`config.mk`:
```
export PLATFORM = sky130hd
export DESIGN_NAME = fir_output_stage
export DESIGN_NICKNAME = d
export VERILOG_FILES = /design/src/rtl/fir_pkg.sv /design/src/rtl/fir_output_stage_fifo.sv /design/src/rtl/fir_output_stage.sv
export SDC_FILE = /design/constraint.sdc
export NUM_CORES = 1
export LEC_CHECK = 0
export CAP_MARGIN = 20
export CORE_MARGIN = 3
export CORE_UTILIZATION = 55
export DETAILED_ROUTE_END_ITERATION = 10
export HOLD_SLACK_MARGIN = 0.1
export PLACE_DENSITY = 0.85
export SLEW_MARGIN = 20
export SYNTH_ARGS = -nofsm -noshare
export SYNTH_HDL_FRONTEND = slang
export SYNTH_SLANG_ARGS = --single-unit
```
`constraint.sdc`:
```
create_clock -name clk -period 2.12 [get_ports clk]
set_input_delay 0.424 -clock clk [delete_from_list [all_inputs] [get_ports clk]]
set_output_delay 0.424 -clock clk [all_outputs]
set_load 0.05 [all_outputs]
```
`src/rtl/fir_pkg.sv`:
```
// Shared constants and the round/saturate helper for the FIR output stage.
package fir_pkg;

    // Widest signal the round/saturate helper works on.
    localparam int FIR_MAXW = 64;

    // Default configuration of the output stage.
    localparam int FIR_WIDTH_Y    = 32;
    localparam int FIR_WIDTH_O    = 16;
    localparam int FIR_SHIFT      = 15;
    localparam int FIR_NTAPS      = 8;
    localparam int FIR_FIFO_DEPTH = 4;

    // Half an output LSB, added before the arithmetic shift for round-half-up.
    function automatic logic [FIR_MAXW-1:0] fir_round_const(input int shift);
        if (shift > 0) begin
            return 64'd1 << (shift - 1);
        end else begin
            return 64'd0;
        end
    endfunction

    // Largest value representable in a signed output of width w.
    function automatic logic signed [FIR_MAXW-1:0] fir_out_max(input int w);
        return (64'sd1 <<< (w - 1)) - 64'sd1;
    endfunction

    // Smallest value representable in a signed output of width w.
    function automatic logic signed [FIR_MAXW-1:0] fir_out_min(input int w);
        return -fir_out_max(w) - 64'sd1;
    endfunction

    localparam logic [FIR_MAXW-1:0]        FIR_ROUND_C = fir_round_const(FIR_SHIFT);
    localparam logic signed [FIR_MAXW-1:0] FIR_OUT_MAX = fir_out_max(FIR_WIDTH_O);
    localparam logic signed [FIR_MAXW-1:0] FIR_OUT_MIN = fir_out_min(FIR_WIDTH_O);

    // Scale an already-rounded, sign-extended value and clamp it to width_o bits.
    // The caller truncates the result to width_o; sat reports whether a clamp hit.
    function automatic logic signed [FIR_MAXW-1:0] fir_round_sat(
        input  logic signed [FIR_MAXW-1:0] r,
        input  int                         shift,
        input  int                         width_o,
        output logic                       sat
    );
        logic signed [FIR_MAXW-1:0] q;
        logic signed [FIR_MAXW-1:0] hi;
        logic signed [FIR_MAXW-1:0] lo;
        q  = r >>> shift;
        hi = fir_out_max(width_o);
        lo = fir_out_min(width_o);
        if (q > hi) begin
            sat = 1'b1;
            return hi;
        end else if (q < lo) begin
            sat = 1'b1;
            return lo;
        end else begin
            sat = 1'b0;
            return q;
        end
    endfunction

endpackage

```
`src/rtl/fir_output_stage_fifo.sv`:
```
// Synchronous FIFO with first-word fall-through read port.
// Pointers carry one extra wrap bit so full and empty come from a plain compare.
module fir_sync_fifo #(
    parameter int WIDTH = 16,
    parameter int DEPTH = 4
) (
    input  logic             clk,
    input  logic             rst,
    input  logic             push_i,
    input  logic [WIDTH-1:0] din_i,
    input  logic             pop_i,
    output logic [WIDTH-1:0] dout_o,
    output logic             valid_o,
    output logic             full_o
);

    localparam int AW = $clog2(DEPTH);

    logic [WIDTH-1:0] mem_q [DEPTH];
    logic [AW:0]      wr_q;
    logic [AW:0]      wr_d;
    logic [AW:0]      rd_q;
    logic [AW:0]      rd_d;
    logic             empty_s;
    logic             full_s;
    logic             do_push_s;
    logic             do_pop_s;

    // Pointer compare, push/pop qualification and the fall-through read port.
    always_comb begin
        empty_s   = (wr_q == rd_q);
        full_s    = (wr_q[AW] != rd_q[AW]) && (wr_q[AW-1:0] == rd_q[AW-1:0]);
        do_pop_s  = pop_i & ~empty_s;
        // A full FIFO still takes a push when the head leaves in the same cycle.
        do_push_s = push_i & (~full_s | do_pop_s);
        wr_d      = do_push_s ? (wr_q + {{AW{1'b0}}, 1'b1}) : wr_q;
        rd_d      = do_pop_s  ? (rd_q + {{AW{1'b0}}, 1'b1}) : rd_q;
        if (empty_s) begin
            dout_o = {WIDTH{1'b0}};
        end else begin
            dout_o = mem_q[rd_q[AW-1:0]];
        end
        valid_o = ~empty_s;
        full_o  = full_s;
    end

    // Pointer registers; reset empties the FIFO.
    always_ff @(posedge clk) begin
        if (!rst) begin
            wr_q <= {(AW+1){1'b0}};
            rd_q <= {(AW+1){1'b0}};
        end else begin
            wr_q <= wr_d;
            rd_q <= rd_d;
        end
    end

    // Storage array; contents are only visible through the pointers.
    always_ff @(posedge clk) begin
        if (do_push_s) begin
            mem_q[wr_q[AW-1:0]] <= din_i;
        end
    end

endmodule

```
`src/rtl/fir_output_stage.sv`:
```
// FIR output stage: discards chain-fill samples, rounds/scales/saturates the
// last tap's accumulator, buffers results and keeps sticky status flags.
module fir_output_stage
    import fir_pkg::*;
#(
    parameter int WIDTH_Y    = FIR_WIDTH_Y,
    parameter int WIDTH_O    = FIR_WIDTH_O,
    parameter int SHIFT      = FIR_SHIFT,
    parameter int NTAPS      = FIR_NTAPS,
    parameter int FIFO_DEPTH = FIR_FIFO_DEPTH
) (
    input  logic               clk,
    input  logic               rst,
    input  logic               ena,
    input  logic [WIDTH_Y-1:0] y_in,
    input  logic               clr_flags,
    output logic [WIDTH_O-1:0] out_data,
    output logic               out_valid,
    input  logic               out_ready,
    output logic               fifo_full,
    output logic               sat_sticky,
    output logic               drop_sticky
);

    localparam int                  CNT_W      = (NTAPS > 1) ? $clog2(NTAPS) : 1;
    localparam logic [CNT_W-1:0]    FILL_LAST  = CNT_W'(NTAPS - 1);
    localparam logic [FIR_MAXW-1:0] ROUND_C_W  = fir_round_const(SHIFT);
    localparam logic [WIDTH_Y:0]    ROUND_C    = ROUND_C_W[WIDTH_Y:0];

    logic [CNT_W-1:0]           fill_q;
    logic [CNT_W-1:0]           fill_d;
    logic                       primed_s;
    logic                       accept_s;
    logic signed [WIDTH_Y:0]    r1_q;
    logic signed [WIDTH_Y:0]    r1_d;
    logic                       v1_q;
    logic [WIDTH_O-1:0]         r2_q;
    logic [WIDTH_O-1:0]         r2_d;
    logic                       v2_q;
    logic signed [FIR_MAXW-1:0] r1_ext_s;
    logic                       sat_s;
    logic                       pop_s;
    logic                       drop_ev_s;
    logic                       sat_q;
    logic                       drop_q;

    // Priming, S1 rounding add and S2 scale/saturate next-state logic.
    always_comb begin
        primed_s = (fill_q == FILL_LAST);
        accept_s = ena & primed_s;
        if (ena && !primed_s) begin
            fill_d = fill_q + CNT_W'(1);
        end else begin
            fill_d = fill_q;
        end
        // One guard bit above the input keeps the rounding add from wrapping.
        r1_d     = {y_in[WIDTH_Y-1], y_in} + ROUND_C;
        r1_ext_s = {{(FIR_MAXW-WIDTH_Y-1){r1_q[WIDTH_Y]}}, r1_q};
        r2_d     = WIDTH_O'(fir_round_sat(r1_ext_s, SHIFT, WIDTH_O, sat_s));
        pop_s     = out_valid & out_ready;
        drop_ev_s = v2_q & fifo_full & ~pop_s;
    end

    // Fill counter, two pipeline stages and sticky flags (set beats clear).
    always_ff @(posedge clk) begin
        if (!rst) begin
            fill_q <= {CNT_W{1'b0}};
            r1_q   <= {(WIDTH_Y+1){1'b0}};
            v1_q   <= 1'b0;
            r2_q   <= {WIDTH_O{1'b0}};
            v2_q   <= 1'b0;
            sat_q  <= 1'b0;
            drop_q <= 1'b0;
        end else begin
            fill_q <= fill_d;
            v1_q   <= accept_s;
            if (accept_s) begin
                r1_q <= r1_d;
            end
            v2_q <= v1_q;
            if (v1_q) begin
                r2_q <= r2_d;
            end
            sat_q  <= (v1_q & sat_s) | (sat_q & ~clr_flags);
            drop_q <= drop_ev_s | (drop_q & ~clr_flags);
        end
    end

    assign sat_sticky  = sat_q;
    assign drop_sticky = drop_q;

    fir_sync_fifo #(
        .WIDTH (WIDTH_O),
        .DEPTH (FIFO_DEPTH)
    ) u_fifo (
        .clk     (clk),
        .rst     (rst),
        .push_i  (v2_q),
        .din_i   (r2_q),
        .pop_i   (out_ready),
        .dout_o  (out_data),
        .valid_o (out_valid),
        .full_o  (fifo_full)
    );

endmodule
```
# ---- Word-level counts from Yosys, hierarchy flattened
# Memories as Yosys holds them, arrays and structs flattened. A register that Yosys moved wholly into a read port is not among the register bits.
# Cells that the tools add are included.
dict set report totals {
  n_memories 1
  romBits 0
  word_cells 47
  output_inout_bits 20
  input_bits 37
  regBits 62
  mem_bits_rw 64
  latch_bits 0
}
dict set report op_classes {
  n_div 0
  n_lt_le_gt_ge 2
  reduce_logical 3
  n_mul 0
  eq_ne 4
  bitwise 15
  muxes 9
  n_shift 0
  addsub 4
}
# memory words width read_ports rd_clocked_by_memory_dff write_ports line_no
set mem_list {}
lappend mem_list {u_fifo.mem_q 4 16 1 1 1 fir_output_stage_fifo.sv:19} ;# logic [WIDTH-1:0] mem_q [DEPTH];
# op count
set op_table {}
lappend op_table {{2-to-1 mux 16 bit} 3}
lappend op_table {{adder 32 x 16 -> 33 bit (second input constant)} 1}
lappend op_table {{greater-than comparator 18 x 16 -> 1 bit (second input constant)} 1}
lappend op_table {{< comparator 18 x 16 -> 1 bit (second input constant)} 1}
lappend op_table {{adder 3 x 1 -> 3 bit (second input constant)} 3}
lappend op_table {{AND 1 bit} 8}
lappend op_table {{2-to-1 mux 1 bit} 4}
lappend op_table {{2-to-1 mux 2 bit} 2}
lappend op_table {{inverter 1 bit} 4}
lappend op_table {{equality test 3 bit} 1}
lappend op_table {{equality test 3 bit (second input constant)} 1}
lappend op_table {{bitwise OR 1 bit} 3}
lappend op_table {{equality test 2 bit} 1}
lappend op_table {{logical AND 1 bit} 2}
lappend op_table {{logical NOT 1 bit} 1}
lappend op_table {{inequality test 1 bit} 1}

# ---- Depth between registers and ports, before layout
dict set report logic_depth {
  ltp_word 7
  depth_mapped 7
}

# ---- By module
# Synthesis repeated with hierarchy kept, for this count alone.
dict set report unflattened {
  hier_cells 364
  hier_area_um2 4719.5
}
# mod instances cells_per_inst area_each_um2 seq_area_each_um2
set modules_own_cells {}
lappend modules_own_cells {fir_sync_fifo 1 155 2915.3 2082.0}
lappend modules_own_cells {fir_output_stage 1 209 1804.2 820.8}

# ---- Least setup slack after synthesis
# No wires, ideal clock.
dict set report synth_timing {
  path_kind {register -> output}
  start {reg u_fifo.wr_q[1]}
  end {out out_data[10]}
  t_arrival_ns 1.761
  path_buffers 1
  slack_ns -0.065
  stages_incl_launch_ff 5
  t_required_ns 1.696
  cell_sequence {dfxtp_1 xor2_1 nor3_2 clkbuf_1 nor2b_1}
}
dict set report synth_between {
  elab_chain_cells 2
}
# element line_no
set synth_lines {}
lappend synth_lines {{start, declared} fir_output_stage_fifo.sv:20} ;# logic [AW:0] wr_q;
lappend synth_lines {{start signal, assigned} fir_output_stage_fifo.sv:50} ;# wr_q <= {(AW+1){1'b0}};
lappend synth_lines {{start signal, assigned} fir_output_stage_fifo.sv:53} ;# wr_q <= wr_d;
lappend synth_lines {{equality test 3 bit} fir_output_stage_fifo.sv:31} ;# empty_s = (wr_q == rd_q);
lappend synth_lines {{2-to-1 mux 16 bit} fir_output_stage_fifo.sv:38} ;# if (empty_s) begin
lappend synth_lines {{end, declared} fir_output_stage.sv:17} ;# output logic [WIDTH_O-1:0] out_data,
# No other way between the ends.

==> flow_metrics.env <==
export IMPL_status="finished, violations left"
export IMPL_violations="setup timing"
export IMPL_core_mm2=0.00830
export IMPL_clk_latency_ps=500
export IMPL_cts_buffers=17
export IMPL_wl_met1_um=4160
export IMPL_gp_congestion=0.807
export IMPL_crit_type="flip-flop to primary output"
export IMPL_power_mw=5.21
export IMPL_holdCritPathClass="flip-flop to flip-flop"
export IMPL_seq_area_frac_synth_pct=61.1
export IMPL_final_setup_skew_ps=9.44
export IMPL_fin_util_pct=75.1
export IMPL_syn_to_final_growth_pct=31.3
export IMPL_wl_per_cell_um=18.5
export IMPL_boundaryPins=57
export IMPL_worst_path_buf_inv=2
export IMPL_yosys_warnings=0
export IMPL_n_antenna_cell=0
export IMPL_syn_area_per_cell_um2=13.3
export IMPL_holdPathStages=2
export IMPL_yosysTopAreaCellShare_pct=40.5
export IMPL_grt_pass1_vias=3142
export IMPL_routed_top_layer="met4"
export IMPL_final_cell_area_mm2=0.00623
export IMPL_drive_gt1_share_pct=26.7
export IMPL_crit_family="multiplexers"
export IMPL_rsz0062_at_grt="yes"
export IMPL_max_slew_margin_pct=47.7
export IMPL_nNetsFinal=471
export IMPL_most_common_layout_cells="64 x edfxtp_1, 45 x dfxtp_1, 28 x o21ai_0"
export IMPL_cts_sink_count=113
export IMPL_wl_met3_um=361
export IMPL_post_route_period_util_pct=109
export IMPL_wl_met2_um=5370
export IMPL_vias_per_cell=5.61
export IMPL_vias=3050
export IMPL_grt_ovfl_total=0
export IMPL_ys_ff_latch=113
export IMPL_synth_area_leader_cell="edfxtp_1"
export IMPL_drcViolationCount=0
export IMPL_synth_distinct_cells=47
export IMPL_finalSetupViolCount=16
export IMPL_drtPass1Iterations=4
export IMPL_die_height_um=98.9
export IMPL_worstPathArrival_ps=1890
export IMPL_async_reset_ff_share_pct=0
export IMPL_synth_ff_type="edfxtp_1"
export IMPL_crit_cells=4
export IMPL_fillerInstances=495
export IMPL_slowest_stage="mux4_2"
export IMPL_crit_path_end_kind="primary output"
export IMPL_finalSetupTns_ps=-2340
export IMPL_start_kind="flip-flop"
export IMPL_vdd_drop_max_v=0.000659
export IMPL_powerDensity_mw_per_mm2=835
export IMPL_track_usage_pct=21.2
export IMPL_clockBufferDepth=2
export IMPL_min_period_ps=2310
export IMPL_synth_nets=403
export IMPL_start_util_pct=57.2
export IMPL_slew_violations=0
export IMPL_final_common_cell="edfxtp_1"
export IMPL_synthCells=358
export IMPL_cp_cell_sequence="buf_12 > mux4_2 > and2b_1 > buf_6"
export IMPL_portBuffers=42
export IMPL_drtIter0Drc=200
export IMPL_fin_ws_ps=-195
export IMPL_antenna_found_initial=0
export IMPL_synth_edf_count=64
export IMPL_htreeDepth=4
export IMPL_hold_worst_slack_ps=479
export IMPL_synth_area_mm2=0.00475
export IMPL_cts_tree="built"
export IMPL_worst_pin_slew_ps=782
export IMPL_postRouteAntennaNets=0
export IMPL_grt_pass1_wl_um=15900
export IMPL_r2r_cells=4
export IMPL_cts_root_buf="clkbuf_8"
export IMPL_post_dp_hpwl_um=5850
export IMPL_worstPathRequired_ps=1700
export IMPL_dpl_cell_area_mm2=0.00537
export IMPL_p_leak_nw=2.29
export IMPL_hold_buffers=0
export IMPL_drt_wl_total_um=10000
export IMPL_grt_max_degree=28
export IMPL_die_width_um=98.9
export IMPL_fmax_ghz=0.432
export IMPL_critical_path_max_stage_delay_ps=520
export IMPL_dieArea_mm2=0.00978
export IMPL_hold_viol=0
export IMPL_placementRows=33
export IMPL_crit_fanout=8
export IMPL_drv_cap=0
export IMPL_clk_pin_slew_ps=50
export IMPL_synth_area_leaders="edfxtp_1 40%, dfxtp_1 21%, mux4_2 7.6%"
[cells in the mapped netlist, types with 2 or more instances]
| master | n |
|---|---|
| edfxtp_1 | 64 |
| dfxtp_1 | 49 |
| o21ai_0 | 28 |
| a21boi_0 | 16 |
| mux4_2 | 16 |
| nand2_1 | 16 |
| nor2b_1 | 16 |
| xnor2_1 | 16 |
| nand2b_1 | 15 |
| clkbuf_1 | 13 |
| a21oi_1 | 11 |
| nand3_1 | 9 |
| ha_1 | 8 |
| and2_1 | 7 |
| and2b_1 | 6 |
| inv_1 | 6 |
| nor3_1 | 6 |
| nor4_1 | 6 |
| xor2_1 | 6 |
| nor2_1 | 5 |
| and2_2 | 3 |
| mux2i_1 | 3 |
| nand4_1 | 3 |
| o211a_1 | 3 |
| a21boi_1 | 2 |
| a32oi_1 | 2 |
| buf_2 | 2 |
| nand4_2 | 2 |
[stage by stage]
stage               cells  setup slack, ps
floorplan             358            -64.9
global placement      508            -63.4
detailed placement    508             -128
CTS                   542             -208
global route          544             -244
finish                544             -195
[flip-flops by register name, summed over array words and instances, names as in the netlist, named ones only]
| register | flops |
|---|---|
| r2_q | 16 |
| fill_q | 3 |
| sat_sticky | 1 |
| v1_q | 1 |
| u_fifo.rd_q | 3 |
| r1_q | 18 |
| u_fifo.mem_q | 64 |
| v2_q | 1 |
| u_fifo.wr_q | 3 |
| drop_sticky | 1 |
[layer usage]
metal  vias up  GRT usage (%)
met5         -              0
met4         0           7.14
met1      1480           24.2
met3        15           5.02
li1       1464              -
met2        91           38.7
[worst min-delay path, stage by stage (launching register included)]
cell and delay (ps):
dfxtp_1 310, nand2_1 50, a21boi_0 70
[power breakdown]
| part | switching [mW] | total, mW | internal, mW |
|---|---|---|---|
| clock | 0.931 | 2.77 | 1.84 |
| combinational | 0.0621 | 0.137 | 0.0753 |
| sequential | 0.00257 | 2.30 | 2.30 |
[what timing repair did]
action / 4_1_cts / 5_1_grt
buffers inserted: 1 / 1
gates cloned: 1 / 1
hold endpoints to repair: 0 / 0
resized for setup: 42 / 10
pin swaps: 1 / 0
setup endpoints to repair: 18 / 19
[kinds of logic (layout without fill, tap and decap cells)]
family | count (synthesis) | count (layout) | share of synthesized area [%]
xor+xnor | 22 | 22 | 4.06
flops | 113 | 113 | 61.1
simple gates | 101 | 101 | 12.6
mux | 19 | 19 | 8.22
compound gates | 71 | 71 | 9.81
fa+ha+maj | 8 | 8 | 2.11
buf+inv | 24 | 105 | 2.06
[cell type report]
| cell class | instances | area (µm²) | share of cell area [%] |
|---|---|---|---|
| Sequential cell | 113 | 2910 | 46.7 |
| Multi-Input combinational cell | 221 | 1860 | 29.9 |
| Timing Repair Buffer | 67 | 721 | 11.6 |
| Clock buffer | 21 | 449 | 7.21 |
| Clock inverter | 11 | 138 | 2.21 |
| Tap cell | 105 | 131 | 2.11 |
| Inverter | 6 | 22.5 | 0.361 |
[path summary, 6_finish.rpt]
check | start | to | slack [ps]
worst max-delay path | flip-flop | out_data[6] | -190
worst min-delay path | r1_q[15]$_SDFFE_PN0P_ | r1_q[15]$_SDFFE_PN0P_ | 480
worst max register to register | u_fifo.wr_q[2]$_SDFFE_PN0N_ | u_fifo.mem_q[2][15]$_DFFE_PP_ | 180
worst min register to register | r1_q[15]$_SDFFE_PN0P_ | r1_q[15]$_SDFFE_PN0P_ | 480
Power figures use the tool's default switching activity.
==> RTL edit, RTL diff (config.mk and constraints unchanged) <==
Set the package constant `FIR_WIDTH_O` to 32 (it was 16).
--- a/src/rtl/fir_pkg.sv
+++ b/src/rtl/fir_pkg.sv
@@ -8,3 +8,3 @@
     localparam int FIR_WIDTH_Y    = 32;
-    localparam int FIR_WIDTH_O    = 16;
+    localparam int FIR_WIDTH_O    = 32;
     localparam int FIR_SHIFT      = 15;
Ports: changed (resized out_data); port bits go from 57 to 73. The function was not compared with the original's and may differ.
==> RTL edit against the unedited design <==
- the run still ends with setup timing left
- worst hold slack gained 4.5 ps
- via count grew 14%
- sequential share of layout area grew 0.16 points
- wire length grew 24%
- setup slack lost 15 ps
- combinational power grew 12%
- first-iteration DRC count grew 16%
- synthesized area grew 10%
- sequential cell count grew 15
- die area grew 9.8%
- non-clock buffer count grew 37
- cell area grew 15%
- power grew 8.9%
- critical endpoint is now out_data[16]
==> RTL edit: results (changes against the unedited design) <==
Hold path
  – Worst Hold Path EP: sat_sticky
  – Worst hold path class: flop to flop
  – Hold Crit Start: sat_sticky
  – Hold Path Depth: 1 (-1)

Critical path
  – Reg2Reg Launch Point: u_fifo.wr_q[2]
  – CP max stage delay: 530 ps
  – RR Endpoint: u_fifo.mem_q[3][7]
  – CP Capture Point: out_data[16]
  – Critical Path AT: 1910 ps (+20 ps)
  – Worst reg-to-reg setup slack: 290 ps (+110 ps)
  – Critical path peak fanout: 10 (+2)
  – R2r worst-path depth: 5 (+1)

STA
  – Worst Tran Pin Value: 492 ps (-290 ps)
  – Fin worst setup slack: -209 ps (-14.6 ps)
  – Final setup fails: 33 (+17)
  – Hold Slack: 484 ps (+4.53 ps)
  – Worst Clk Skew: 11.1 ps (+1.67 ps)

Synth
  – Sequential-to-total area share from yosys stat: 0.634 (+0.0225)
  – Synth cell types: 39 (-17%)
  – Synth top cells by count: edfxtp_1, dfxtp_1, nor2_1, nor2b_1
  – Syn Nets: 428 (+6.2%)
  – Leading post-synthesis cells by cell area: edfxtp_1, dfxtp_1, mux4_2, mux2i_1, nor2b_1
  – EDFF count, synth: 76 (+19%)

Power and ir drop
  – LEAKAGE: 2.53 nW (+11%)
  – Worst VDD drop: 609 uV (-7.6%)

Global routing
  – Met3 Usage GRT: 0.0585 (+0.00821)
  – Vias in the first global route: 3659 (+16%)
  – Routing usage on met2: 0.405 (+0.0178)
  – GRT Util Overall: 0.238 (+0.0265)
  – Met1 global-route usage: 0.287 (+0.0455)
  – Wire length of the first global-routing pass: 19500 um (+22%)
  – Pin count of the biggest net entering global routing: 37 (+32%)

Run status
  – Status: finished, violations left
  – Failing checks: setup timing

Clocking
  – Clock insertion delay at the later pin of the skew report: 510 ps
  – Clock Path Buffers: 2 (unchanged)
  – Post-CTS setup buffers: 7 (+6)
  – Cts repair resizes: 39 (-7.1%)

Final layout
  – Largest register FFs: 76 (+19%)
  – Fill cell count: 469 (-5.3%)
  – Nets: 522 (+11%)
  – Fraction of layout cells with a size suffix above 1: 0.302 (+0.0355)

Drt
  – WL final: 12400 um (+24%)
  – DR iter-0 viols: 231 (+16%)
  – DR vias: 3473 (+14%)

Placement
  – Final GP Congestion: 0.900 (+12%)
  – Dpl hpwl: 6930 um (+18%)
  – I/O Buffers: 58 (+38%)
-- RTL edit: changes by cell type after synthesis, moves of 4 or more --
cell / delta
nand4_1: +4
a21boi_0: -16
xnor2_1: -5
edfxtp_1: +12
o21ai_0: -15
buf_4: +12
nor2_1: +29
nor2b_1: +5
nand2b_1: -12
a211oi_1: +4
and2b_1: -6
mux2i_1: +16
nand2_1: -7
-- RTL edit: logic make-up (layout without fill, tap and decap cells) --
family,after synthesis,after routing,share of synthesized area
flops,128,128,0.634
simple gates,116,116,0.117
mux,39,39,0.120
buf+inv,38,145,0.0370
compound gates,35,35,0.0408
xor+xnor,19,19,0.0317
fa+ha+maj,8,8,0.0191
-- RTL edit: stage by stage --
stage / cell area, um^2 / setup WS, ps / setup TNS, ps / cells
2_1_floorplan: 5340 / -30.6 / -398 / 383
3_3_place_gp: 6290 / -22.2 / -22.2 / 574
3_5_place_dp: 6290 / -64.4 / -84.8 / 574
4_1_cts: 7130 / -235 / -6580 / 615
5_1_grt: 7150 / -274 / -7930 / 616
6_report: 7150 / -209 / -6010 / 616
-- RTL edit: final cells by class --
class,instances,share of cell area
Clock buffer,17,0.0579
Clock inverter,15,0.0257
Inverter,9,0.00473
Multi-Input combinational cell,217,0.253
Sequential cell,128,0.468
Tap cell,126,0.0221
Timing Repair Buffer,104,0.168
-- RTL edit: power breakdown --
part / internal (mW) / switching (mW)
Combinational: 0.0824 / 0.0711
Sequential: 2.60 / 0.00261
Clock: 1.80 / 1.11
Total: 4.49 / 1.19
-- RTL edit: routing by layer --
layer / vias up / routed length [um]
met3: 29 / 678
met2: 127 / 6350
met1: 1708 / 5060
met4: 0 / 344
li1: 1609 / -
met5: - / 0
